### src/rtl/fpu_issue_queue.sv
// In-order request buffer between the CPU and the FPU wrapper, with a 16-entry
// tag-busy scoreboard so a tag is never queued or in flight twice.
module fpu_issue_queue #(
  parameter int MAN_WIDTH = 53,
  parameter int EXP_WIDTH = 11,
  parameter int DEPTH     = 4
) (
  input  logic                           clk,
  input  logic                           nReset,
  input  logic                           req_valid,
  output logic                           req_ready,
  input  logic [3:0]                     req_tag,
  input  logic [MAN_WIDTH+EXP_WIDTH-1:0] req_op1,
  input  logic [MAN_WIDTH+EXP_WIDTH-1:0] req_op2,
  input  logic [2:0]                     req_operator,
  input  logic [2:0]                     req_rm,
  input  logic                           flush,
  output logic                           fpu_in_valid,
  input  logic                           fpu_ready,
  output logic [3:0]                     fpu_tag,
  output logic [MAN_WIDTH+EXP_WIDTH-1:0] fpu_op1,
  output logic [MAN_WIDTH+EXP_WIDTH-1:0] fpu_op2,
  output logic [2:0]                     fpu_operator,
  output logic [2:0]                     fpu_rm,
  input  logic                           res_valid,
  input  logic                           res_ready,
  input  logic [3:0]                     res_tag,
  output logic [$clog2(DEPTH):0]         count,
  output logic [15:0]                    tag_busy
);

  localparam int W     = MAN_WIDTH + EXP_WIDTH;
  localparam int PTR_W = $clog2(DEPTH);
  localparam int CNT_W = PTR_W + 1;
  localparam int ENT_W = 4 + 2 * W + 6;

  // Handshakes: a transfer happens on a rising edge where valid && ready are both
  // high; valid never depends on ready, and a held valid keeps its payload stable.

  logic [ENT_W-1:0] entry_q [DEPTH];
  logic [ENT_W-1:0] entry_d [DEPTH];
  logic [PTR_W-1:0] rd_ptr_q, rd_ptr_d;
  logic [PTR_W-1:0] wr_ptr_q, wr_ptr_d;
  logic [CNT_W-1:0] count_q, count_d;
  logic [15:0]      busy_q, busy_d;
  logic [15:0]      flush_mask;
  logic [ENT_W-1:0] head;
  logic             full;
  logic             push;
  logic             pop;
  logic             retire;

  assign full         = (count_q == CNT_W'(DEPTH));
  assign req_ready    = !full && !busy_q[req_tag] && !flush;
  assign fpu_in_valid = (count_q != '0) && !flush;
  assign push         = req_valid && req_ready;
  assign pop          = fpu_in_valid && fpu_ready;
  assign retire       = res_valid && res_ready;

  assign head         = entry_q[rd_ptr_q];
  assign fpu_tag      = head[ENT_W-1 -: 4];
  assign fpu_op1      = head[ENT_W-5 -: W];
  assign fpu_op2      = head[ENT_W-5-W -: W];
  assign fpu_operator = head[5:3];
  assign fpu_rm       = head[2:0];

  assign count    = count_q;
  assign tag_busy = busy_q;

  // Tags of still-queued entries; issued tags are in flight and must stay busy on flush.
  always_comb begin
    flush_mask = '0;
    for (int i = 0; i < DEPTH; i++) begin
      if ({1'b0, PTR_W'(PTR_W'(i) - rd_ptr_q)} < count_q) begin
        flush_mask[entry_q[i][ENT_W-1 -: 4]] = 1'b1;
      end
    end
  end

  always_comb begin
    entry_d  = entry_q;
    rd_ptr_d = rd_ptr_q;
    wr_ptr_d = wr_ptr_q;
    count_d  = count_q;
    busy_d   = busy_q;

    if (push) begin
      entry_d[wr_ptr_q] = {req_tag, req_op1, req_op2, req_operator, req_rm};
      wr_ptr_d          = wr_ptr_q + PTR_W'(1);
      busy_d[req_tag]   = 1'b1;
    end
    if (pop) begin
      rd_ptr_d = rd_ptr_q + PTR_W'(1);
    end
    if (retire) begin
      busy_d[res_tag] = 1'b0;
    end

    case ({push, pop})
      2'b10:   count_d = count_q + CNT_W'(1);
      2'b01:   count_d = count_q - CNT_W'(1);
      default: count_d = count_q;
    endcase

    if (flush) begin
      rd_ptr_d = wr_ptr_q;
      count_d  = '0;
      busy_d   = busy_d & ~flush_mask;
    end
  end

  always_ff @(posedge clk or negedge nReset) begin
    if (!nReset) begin
      for (int i = 0; i < DEPTH; i++) begin
        entry_q[i] <= '0;
      end
      rd_ptr_q <= '0;
      wr_ptr_q <= '0;
      count_q  <= '0;
      busy_q   <= '0;
    end else begin
      entry_q  <= entry_d;
      rd_ptr_q <= rd_ptr_d;
      wr_ptr_q <= wr_ptr_d;
      count_q  <= count_d;
      busy_q   <= busy_d;
    end
  end

endmodule

### config.mk
export PLATFORM = sky130hd
export DESIGN_NAME = fpu_issue_queue
export DESIGN_NICKNAME = d
export VERILOG_FILES = /design/src/rtl/fpu_issue_queue.sv
export SDC_FILE = /design/constraint.sdc
export NUM_CORES = 1
export LEC_CHECK = 0
export CAP_MARGIN = 15
export CORE_MARGIN = 10
export CORE_UTILIZATION = 57
export CTS_CLUSTER_SIZE = 25
export DETAILED_ROUTE_END_ITERATION = 10
export PLACE_DENSITY = 0.81
export SYNTH_ARGS = -nofsm -noshare
export SYNTH_HDL_FRONTEND = slang
export SYNTH_SLANG_ARGS = --single-unit
### constraint.sdc
create_clock -name clk -period 3.6 [get_ports clk]
set_clock_uncertainty 0.1 [all_clocks]
set_input_delay 0.36 -clock clk [delete_from_list [all_inputs] [get_ports clk]]
set_output_delay 0.36 -clock clk [all_outputs]
set_load 0.02 [all_outputs]
==> results.ini, run 1 <==
[status]
outcome = finished clean

[pwr]
p_leak_uw = 0.0154
power_density_mw_per_mm2 = 1010
irDropWorstVdd_v = 0.000664
clkPwrFrac_pct = 18.3
switchingPower_uw = 11100
seqPwrFrac_pct = 34.8
p_int_uw = 22600
sw_frac_of_total_pct = 32.9
p_comb_share_pct = 47.0

[cts]
cts_setup_buffers = 0
htree_num_levels = 2
cts_root_buffer = clkbuf_16
cts_made_buffers = 60
cts_tree = built
path_clk_slew_ns = 0.06
clock_latency_ns = 0.62
ctsResizeCount = 0
clock_sinks = 575
cts_max_path_buffers = 3
hold_buffers = 1

[critical_path]
rr_startpoint = count[0]$_DFFE_PN0P_
r2r_end = entry_q[444]$_DFFE_PN0P_
end_kind = primary output
worstPathCellList = buf_12, mux4_2, clkdlybuf4s50_1
cp_slowest_cell = mux4_2
path_buf_inv = 2
cp-start-kind = register
cp.arrival_ns = 2.78
crit_required_ns = 3.14
cp_max_fo = 59
reg2reg_depth = 7
slowest_delay_ns = 0.62
rrSetupSlack_ns = 0.67
cp_top_family = buffers and inverters
path_class = register to primary output

[global_routing]
track_usage_pct = 23.7
antenna_found_initial = 9
grt_pass1_vias = 17512
grt_overflow_total = 0
grt_max_degree = 102
grt_pass1_wl_mm = 107

[floorplan]
pin_count = 308
initial_core_util_pct = 57.9
floorplan.rows = 80
die_area_sq_mm = 0.0578
coreArea_sq_mm = 0.0478
dieHeight_microns = 240
dieWidth_microns = 240

[logic_synthesis]
synth_edf_count = 0
synth_area_per_cell_sq_um = 17.2
syn_inst = 1606
synth_cell_types = 54
synth-seq-cells = 575
synth_top_area_cell = dfrtp_1
syn-cell-area_sq_mm = 0.0277
yosys-top-cells-area = dfrtp_1 52%, mux2_4 22%, mux4_2 11%
synthFlopType = dfrtp_1
synth_top_cell_area_share_pct = 52.0
ys_warn_count = 0
ys_async_sr_fraction_pct = 100
ys_seq_area_share_pct = 52.0
syn_nets = 1764

[drt]
ant_nets = 0
route.met2.wl_mm = 32.7
routed_wl_mm = 67.2
routed-wl-met3_mm = 4.80
wire_per_inst_microns = 26.0
vias_per_cell = 6.01
route.detailed.drc = 0
drt-met1-wl_mm = 28.4
drtIter0Drc = 839
top_layer = met5
vias = 15547
firstDrtPassIters = 5

[layout]
final_layout_size_suffix_gt1_share_pct = 39.8
final_area_sq_mm = 0.0335
syn_to_final_growth_pct = 20.9
mostFrequentLayoutCell = dfrtp_1
nets = 2077
final_cell_mix = 573 x dfrtp_1, 414 x mux2_4, 306 x clkdlybuf4s50_1

[placed_design]
dp_hpwl_mm = 43.9
portBuffers = 307
placed_area_sq_mm = 0.0315
dp_slack_ns = 0.152
gp_congestion = 0.891

[job]
maxCapViolCount = 0

[timing]
fmax_mhz = 309
setup_ws_ns = 0.359
fin_crit_ns = 3.24
setup_violations = 0
tightest_slew_ns = 0.787
tns_ns = 0
hold_viol_final = 0
rsz0062_at_grt = no
slew_headroom_pct = 47.5
final_max_slew_viol_count = 0
period_share_pct = 90.0

[min_path]
hold_path_class = input port to asynchronous set/reset pin

==> worst max path at each step <==
| stage | from | to | slack, ns | cells after the start |
|---|---|---|---|---|
| finish | rd_ptr_q[0]$_DFFE_PN0P_ | fpu_op1[11] | 0.36 | 3 |
| global route | rd_ptr_q[0]$_DFFE_PN0P_ | fpu_op1[11] | 0.23 | 3 |
| CTS | rd_ptr_q[0]$_DFFE_PN0P_ | fpu_op1[11] | 0.29 | 3 |
| detailed placement | req_tag[1] | entry_q[473]$_DFFE_PN0P_ | 0.15 | 8 |
| global placement | req_tag[1] | entry_q[486]$_DFFE_PN0P_ | 0.21 | 8 |
| floorplan | rd_ptr_q[0]$_DFFE_PN0P_ | tag_busy[0]$_DFF_PN0_ | 0.53 | 10 |
==> registers in the layout (all words and copies together) (netlist names) <==
name,cells
wr_ptr_q,2
count,3
rd_ptr_q,2
tag_busy,16
entry_q,552
==> logic make-up after synthesis <==
logic type / Yosys count / synth area share, %
buffers and inverters: 119 / 3.21
flip-flops: 575 / 52.0
adder cells (fa/ha/maj): 9 / 0.434
multiplexers: 699 / 39.7
AO/OA/AOI/OAI: 82 / 2.06
AND/OR/NAND/NOR: 116 / 2.41
XOR/XNOR: 6 / 0.190
==> Yosys cell counts, types with 3 or more instances <==
master    number
a211oi_1       5
a21oi_1       15
a31oi_1        4
and2_1         9
and3b_1        4
buf_1         16
buf_2          5
buf_6         57
clkbuf_1      29
dfrtp_1      575
ha_1           8
inv_1          9
mux2_1        68
mux2_2        74
mux2_4       414
mux2i_1        3
mux4_2       140
nand2_1       13
nand2_2        4
nand2b_1      13
nand3_1        5
nand4_1        4
nand4b_1       4
nor2_1        16
nor2b_1        5
nor3_1        14
nor3b_1        5
nor4_1         9
o211a_1        3
o211ai_1       6
o21ai_0       10
o22ai_1       17
o31ai_1        3
o32ai_1        6
or3_1          3
xnor2_1        5
==> metrics by stage <==
stage	hold WS [ns]	util, %	cells	total power [uW]
after floorplan	-0.0356	-	1606	21800
after global placement	0.336	65.8	2471	27100
after detailed placement	0.352	65.8	2471	27600
after CTS	0.278	69.9	2581	34000
after global routing	0.316	69.9	2581	35400
final	0.273	69.9	2586	33700
==> cell type report <==
| type | count | area, sq um |
|---|---|---|
| clock inverter | 16 | 176 |
| multi-input combinational | 912 | 12500 |
| sequential | 575 | 14400 |
| clock buffer | 93 | 1790 |
| antenna | 5 | 12.5 |
| inverter | 9 | 33.8 |
| timing repair buffer | 361 | 3820 |
| tap | 615 | 769 |
| fill | 3093 | 14400 |
==> worst register-to-register path: stages, from the launching register on <==
cell and delay, ns:
dfrtp_1 0.49, nor3b_1 0.65, a2111oi_0 0.18, o211a_1 0.19
buf_12 0.18, nand2_8 0.34, buf_4 0.31, mux2_2 0.37
==> metal layers <==
layer  global-route usage, %  vias to the layer above
met5                       0                        -
met4                    6.19                       10
met3                    6.48                       93
met2                    38.0                      421
met1                    31.5                     8356
li1                        -                     6667
==> power by group through the flow <==
stage	sequential (uW)	clock [uW]	combinational (uW)
after floorplan	11000	0	10700
after global placement	11500	0	15600
after detailed placement	11700	0	15900
after CTS	11700	6280	16000
after global routing	12100	6570	16700
final	11700	6160	15800
Power figures use the tool's default switching activity.
==> run 2: changes to the inputs <==
SLEW_MARGIN = 20   (was default)
==> results of run 2 <==
Same layout as run 1: the final DEF is identical, and so are final timing and power.
==> run 3: changes to the inputs <==
SLEW_MARGIN = 10   (was 20)
==> results of run 3 <==
Same layout as run 1: the final DEF is identical, and so are final timing and power.
